$ cat config.mk
export PLATFORM = sky130hd
export DESIGN_NAME = wb_xbar_arb
export DESIGN_NICKNAME = d
export VERILOG_FILES = /design/src/rtl/wb_xbar_pkg.sv /design/src/rtl/wb_rr_arbiter.sv /design/src/rtl/wb_xbar_arb.sv
export SDC_FILE = /design/constraint.sdc
export NUM_CORES = 1
export LEC_CHECK = 0
export ABC_CLOCK_PERIOD_IN_PS = 3400
export CORE_AREA = 2 2 197 199
export CTS_CLUSTER_SIZE = 28
export DETAILED_ROUTE_END_ITERATION = 7
export DIE_AREA = 0 0 199 201
export HOLD_SLACK_MARGIN = 0.05
export MAX_ROUTING_LAYER = met4
export RECOVER_POWER = 25
export SLEW_MARGIN = 20
export SYNTH_ARGS = -nofsm -noshare
export SYNTH_HDL_FRONTEND = slang
export SYNTH_SLANG_ARGS = --single-unit
$ cat constraint.sdc
create_clock -name clk -period 3.4 [get_ports clk]
set_input_delay 0.34 -clock clk [delete_from_list [all_inputs] [get_ports clk]]
set_output_delay 0.34 -clock clk [all_outputs]
set_load 0.1 [all_outputs]
$ cat src/rtl/wb_xbar_pkg.sv
// rtl/wb_xbar_pkg.sv - shared state encoding, default address map and helpers for wb_xbar_arb
package wb_xbar_pkg;

  localparam logic [31:0] SRAM_BASE   = 32'h0000_0000;
  localparam logic [31:0] APB_BASE    = 32'h1000_0000;
  localparam logic [31:0] DBG_BASE    = 32'h2000_0000;
  localparam logic [31:0] REGION_MASK = 32'hF000_0000;

  typedef enum logic [1:0] {
    IDLE = 2'd0,
    BUSY = 2'd1,
    ERR  = 2'd2
  } state_e;

  localparam logic [1:0] ST_IDLE = IDLE;
  localparam logic [1:0] ST_BUSY = BUSY;
  localparam logic [1:0] ST_ERR  = ERR;

  // Index width that never collapses to zero bits, so a single master still has a 1-bit id.
  function automatic int clog2_min1(input int n);
    return (n <= 2) ? 1 : $clog2(n);
  endfunction

endpackage

$ cat src/rtl/wb_rr_arbiter.sv
// rtl/wb_rr_arbiter.sv - combinational NM-way fixed-priority / round-robin grant picker
module wb_rr_arbiter #(
  parameter int NM = 2,
  parameter int GW = 1,
  parameter bit RR = 1'b0
) (
  input  logic [NM-1:0] req_i,
  input  logic [GW-1:0] ptr_i,
  output logic [NM-1:0] gnt_oh_o,
  output logic [GW-1:0] gnt_idx_o,
  output logic          gnt_valid_o
);

  logic found;

  // First pass only looks at indices at or above the pointer; the second wraps to the bottom.
  always_comb begin
    found     = 1'b0;
    gnt_oh_o  = '0;
    gnt_idx_o = '0;
    for (int i = 0; i < NM; i++) begin
      if (!found && req_i[i] && (!RR || i >= int'(ptr_i))) begin
        found       = 1'b1;
        gnt_oh_o[i] = 1'b1;
        gnt_idx_o   = GW'(i);
      end
    end
    for (int i = 0; i < NM; i++) begin
      if (!found && req_i[i]) begin
        found       = 1'b1;
        gnt_oh_o[i] = 1'b1;
        gnt_idx_o   = GW'(i);
      end
    end
    gnt_valid_o = found;
  end

endmodule

$ cat src/rtl/wb_xbar_arb.sv
// rtl/wb_xbar_arb.sv - shared-bus Wishbone interconnect with locked grant, address decode and error responses
module wb_xbar_arb
  import wb_xbar_pkg::*;
#(
  parameter int               AW       = 32,
  parameter int               DW       = 32,
  parameter int               NM       = 2,
  parameter int               NS       = 3,
  parameter logic [NS*AW-1:0] SLV_BASE = {DBG_BASE, APB_BASE, SRAM_BASE},
  parameter logic [NS*AW-1:0] SLV_MASK = {3{REGION_MASK}},
  parameter bit               ARB_RR   = 1'b0,
  parameter int               TIMEOUT  = 255,
  localparam int              GW       = clog2_min1(NM)
) (
  input  logic             clk,
  input  logic             rst_n,
  input  logic [NM-1:0]    m_cyc,
  input  logic [NM-1:0]    m_stb,
  input  logic [NM-1:0]    m_we,
  input  logic [NM*AW-1:0] m_adr,
  input  logic [NM*DW-1:0] m_wdata,
  output logic [NM*DW-1:0] m_rdata,
  output logic [NM-1:0]    m_ack,
  output logic [NM-1:0]    m_err,
  output logic [NS-1:0]    s_cyc,
  output logic [NS-1:0]    s_stb,
  output logic [NS-1:0]    s_we,
  output logic [NS*AW-1:0] s_adr,
  output logic [NS*DW-1:0] s_wdata,
  input  logic [NS*DW-1:0] s_rdata,
  input  logic [NS-1:0]    s_ack,
  output logic [GW-1:0]    gnt_id,
  output logic             busy
);

  localparam int TW = clog2_min1(TIMEOUT + 1);

  logic [1:0]    state_q, state_d;
  logic [GW-1:0] gnt_q, gnt_d;
  logic [GW-1:0] rr_ptr_q, rr_ptr_d;
  logic [TW-1:0] tmo_q, tmo_d;

  logic [NM-1:0] arb_oh;
  logic [GW-1:0] arb_idx;
  logic          arb_valid;

  wb_rr_arbiter #(.NM(NM), .GW(GW), .RR(ARB_RR)) u_arb (
    .req_i       (m_cyc),
    .ptr_i       (rr_ptr_q),
    .gnt_oh_o    (arb_oh),
    .gnt_idx_o   (arb_idx),
    .gnt_valid_o (arb_valid)
  );

  logic          g_cyc, g_stb, g_we;
  logic [AW-1:0] g_adr;
  logic [DW-1:0] g_wdata;

  always_comb begin
    g_cyc   = 1'b0;
    g_stb   = 1'b0;
    g_we    = 1'b0;
    g_adr   = '0;
    g_wdata = '0;
    for (int i = 0; i < NM; i++) begin
      if (gnt_q == GW'(i)) begin
        g_cyc   = m_cyc[i];
        g_stb   = m_stb[i];
        g_we    = m_we[i];
        g_adr   = m_adr[i*AW +: AW];
        g_wdata = m_wdata[i*DW +: DW];
      end
    end
  end

  logic [NS-1:0] hit_oh;
  logic          hit_any;
  logic          sel_ack;
  logic [DW-1:0] sel_rdata;

  always_comb begin
    hit_oh    = '0;
    hit_any   = 1'b0;
    sel_ack   = 1'b0;
    sel_rdata = '0;
    for (int i = 0; i < NS; i++) begin
      if (!hit_any && ((g_adr & SLV_MASK[i*AW +: AW]) == SLV_BASE[i*AW +: AW])) begin
        hit_oh[i] = 1'b1;
        hit_any   = 1'b1;
        sel_ack   = s_ack[i];
        sel_rdata = s_rdata[i*DW +: DW];
      end
    end
  end

  // Routing drops in the same cycle the granted master releases cyc.
  logic active;
  assign active = (state_q == ST_BUSY) && g_cyc;

  always_comb begin
    s_cyc   = '0;
    s_stb   = '0;
    s_we    = '0;
    s_adr   = '0;
    s_wdata = '0;
    for (int i = 0; i < NS; i++) begin
      if (active && hit_oh[i]) begin
        s_cyc[i]             = 1'b1;
        s_stb[i]             = g_stb;
        s_we[i]              = g_we;
        s_adr[i*AW +: AW]    = g_adr;
        s_wdata[i*DW +: DW]  = g_wdata;
      end
    end
  end

  always_comb begin
    m_ack   = '0;
    m_err   = '0;
    m_rdata = '0;
    for (int i = 0; i < NM; i++) begin
      if (gnt_q == GW'(i)) begin
        m_ack[i] = active && sel_ack;
        m_err[i] = (state_q == ST_ERR);
        if (active) m_rdata[i*DW +: DW] = sel_rdata;
      end
    end
  end

  always_comb begin
    state_d  = state_q;
    gnt_d    = gnt_q;
    rr_ptr_d = rr_ptr_q;
    tmo_d    = tmo_q;
    case (state_q)
      ST_IDLE: begin
        tmo_d = '0;
        if (arb_valid) begin
          state_d  = ST_BUSY;
          gnt_d    = arb_idx;
          rr_ptr_d = arb_oh[NM-1] ? '0 : arb_idx + 1'b1;
        end
      end
      ST_BUSY: begin
        if (!g_cyc) begin
          state_d = ST_IDLE;
          tmo_d   = '0;
        end else if (g_stb && !hit_any) begin
          state_d = ST_ERR;
          tmo_d   = '0;
        end else if (!g_stb || sel_ack) begin
          tmo_d = '0;
        end else if (TIMEOUT != 0) begin
          if ((tmo_q + 1'b1) == TW'(TIMEOUT)) begin
            state_d = ST_ERR;
            tmo_d   = '0;
          end else begin
            tmo_d = tmo_q + 1'b1;
          end
        end
      end
      ST_ERR: begin
        tmo_d   = '0;
        state_d = g_cyc ? ST_BUSY : ST_IDLE;
      end
      default: begin
        state_d = ST_IDLE;
        tmo_d   = '0;
      end
    endcase
  end

  always_ff @(posedge clk or negedge rst_n) begin
    if (!rst_n) begin
      state_q  <= ST_IDLE;
      gnt_q    <= '0;
      rr_ptr_q <= '0;
      tmo_q    <= '0;
    end else begin
      state_q  <= state_d;
      gnt_q    <= gnt_d;
      rr_ptr_q <= rr_ptr_d;
      tmo_q    <= tmo_d;
    end
  end

  assign gnt_id = gnt_q;
  assign busy   = (state_q != ST_IDLE);

endmodule

==> key figures <==
Floorplanning
  – Core area: 38,110 µm²
  – Die Width: 199 µm
  – DIE HEIGHT: ~200 µm
  – # IOs: slightly above 500
  – Initial core utilization: 8.793%
  – Row cnt: a little over 70
  – DIE AREA: 40,000 µm²

Clock network
  – Clock Sinks: 11
  – H-tree Lvls: 1
  – Clock root buffer: clkbuf_16
  – CTS clock-pin slew for the worst setup and hold paths: 40 ps
  – Worst-skew pair later-pin latency: 240 ps
  – CTS tree: built
  – Post-CTS resize count: 0
  – Num CTS Buffers: 3
  – Postcts setup bufs: 0
  – Hold_buf cts: 0
  – Clk buf depth: 2

Flow run
  – Maximum Capacitance Violations: 0

Route
  – Pre-antenna DRT Iters: 4
  – Drt via density: 3.780
  – DR WL/cell: 16.96 µm
  – Vias: 5,935
  – Final WL: 26.63 mm
  – Drc violations: 0
  – Antenna viol nets, final: 0
  – Drt first-iter violations: 169

Timing
  – Max_slew headroom: 21.41%
  – Fin crit period: 3183 ps
  – RSZ-0062 raised after global routing: false
  – Clock Skew: between 1.5 and 2 ps
  – Final hold violation count: 0
  – Tcrit/Tclk final: 93.62%
  – Final Setup Violations: 0
  – Setup TNS: 0 ps
  – Slew Limit Fails: 0
  – Max Fclk: between 300 and 400 MHz
  – Worst Tran Pin Value: 1184 ps

Worst setup path
  – Reg2reg start: gnt_id
  – Setup CP Type: reg -> out
  – Crit path capture type: output pin
  – Crit path from: gnt_id
  – Critical Path AT: 2840 ps
  – Critical Path Fanout Max: a little under 60
  – Critical path launch point type: flip-flop
  – Worst path required time: 3060 ps

Finish
  – Fill count: 3,938
  – Share of layout cells above drive strength 1: 42.97%
  – Most frequent cells in the layout: buf_12, clkdlybuf4s50_1, nor2_2
  – Final nets: between 1,000 and 1,500
  – P&R area growth vs syn: 258.0%
  – N_diodes: 0
  – Fin util: a little under a third
  – Most common cell after layout, fill and taps aside: buf_12

Yosys
  – Netlist cell types: 38
  – Mapped Avg Cell Area: between 5 and 6 µm²
  – Sequential element share of the synthesized area: 8.215%
  – Synthesis Warnings: 0
  – Largest area contributor in the netlist: nor2_1
  – Mapped Cells: 580
  – Post-Synthesis Cell Area: 3351 µm²
  – Yosys reg bits: 11
  – Top-area cell type share of the netlist area: 21.96%
  – Synth top area cells: nor2_1, mux2i_1, o21ai_0

Pwr
  – Leak: 4.516 nW
  – VDD IR-drop max: 0.0002959 V
  – Comb pwr share: 89.2%
  – Power per cell area: 336.4 nW/µm²
  – Clock group share of total power: 5.4%
  – Tot Pwr: 4.035 mW
  – Flop pwr share: 5.4%
  – Switching share of power: approximately 60%
  – Net Switching: 2.481 mW
  – Int Power: between 1.5 and 2 mW

Global routing
  – First-pass GRT wire length: 38.09 mm
  – GRT met1 Usage: 14.01%
  – Vias in the first global route: 6,173
  – Grt met3 use: around 1.7%
  – Met2 Use GR: about 25%
  – Remaining Overflow, GRT: 0
  – Initial antenna violation count: 0
  – Gr busiest metal: met2
  – Largest net degree at the start of global routing: 67
  – GRT Resource Usage Total: 12.86%

Worst hold path
  – HP Class: reg -> reg
  – Hold wc startpoint: tmo_q[0]

Placement
  – PortBufs: 495
  – Final HPWL from detailed placement: between 20 and 25 mm
  – Final GP Congestion: 0.8407

Outcome
  – Outcome: completed
layer usage:
layer | routed length, µm | part of all wire, %
met5 | 0 | 0
met4 | 388 | 1.5
met3 | 1770 | 6.6
met2 | 14360 | 54
met1 | 10110 | 38
metrics by stage:
stage	hold slack [ps]	setup WS [ps]	area, µm²	std cells
floorplan	44.41	-544.0	3990	589
global placement	493.0	455.6	12180	1566
detailed placement	504.0	435.4	12180	1566
CTS	457.9	257.8	12260	1570
global route	534.5	67.96	12000	1570
finish	502.6	216.8	12000	1570
power groups by stage:
stage	clock network [mW]	logic [mW]	registers, mW
2_1_floorplan	0	2.30	0.218
3_3_place_gp	0	3.69	0.221
3_5_place_dp	0	3.71	0.223
4_1_cts	0.218	3.72	0.223
5_1_grt	0.225	3.79	0.224
6_report	0.218	3.60	0.218
synth_stat cells:
master,number
nand4_1,2
or3b_1,1
nor3_1,35
xor2_1,4
nor2_4,2
mux2i_1,64
nor2b_1,32
inv_1,7
mux2i_2,1
xnor2_1,1
buf_4,13
a21oi_1,4
nor2_2,1
conb_1,1
or3_1,1
o2111ai_2,1
dfrtp_1,11
a21o_1,1
mux2_2,3
nand2_1,35
and3b_1,1
o31ai_2,1
o21ai_1,8
a2111o_1,1
clkbuf_1,40
nor2_1,196
buf_1,5
nand2_2,1
nor3b_1,4
a21oi_2,1
a21boi_2,1
and2_1,33
nand3_2,2
and4_1,1
nand3_1,3
ha_1,2
o21ai_0,59
o22ai_1,1
critical path: stages, from the launching register on:
cell and delay, ps:
dfrtp_4 580, mux2i_1 190, or3b_1 440, nor2_4 220, nand3_4 90, buf_4 420, nor2_2 320, buf_12 200
area by class of cell:
cell class	count	area [µm²]	area share, %
Timing Repair Buffer	517	7591	63.28
Multi-Input combinational cell	513	3373	28.12
Tap cell	518	648.1	5.403
Sequential cell	11	279.0	2.326
Clock buffer	4	78.83	0.6571
Inverter	7	26.28	0.2190
final timing paths:
kind / to / cells after the start / slack [ps]
min in group asynchronous: tmo_q[1] / 1 / 510
setup / recovery: s_wdata[27] / 7 / 220
hold / removal: tmo_q[0] / 1 / 500
setup reg to reg: tmo_q[6] / 6 / 490
hold reg to reg: tmo_q[0] / 1 / 500
max in group asynchronous: gnt_id / 1 / 2510
sequential cells by signal, summed over array words and instances, names as in the netlist:
name and count:
state_q 2, gnt_id 1, tmo_q 8
cells by family (layout without fill, tap and decap cells):
| logic type | Yosys count | in the layout | share of synthesized area (%) |
|---|---|---|---|
| buffers and inverters | 65 | 528 | 8.738 |
| flip-flops | 11 | 11 | 8.215 |
| XOR/XNOR | 5 | 5 | 1.307 |
| multiplexers | 68 | 68 | 20.54 |
| other | 1 | 10 | 0.1119 |
| AND/OR/NAND/NOR | 350 | 350 | 47.57 |
| AO/OA/AOI/OAI | 78 | 78 | 12.77 |
| adder cells (fa/ha/maj) | 2 | 2 | 0.7467 |
(Power assumes the default switching activity.)
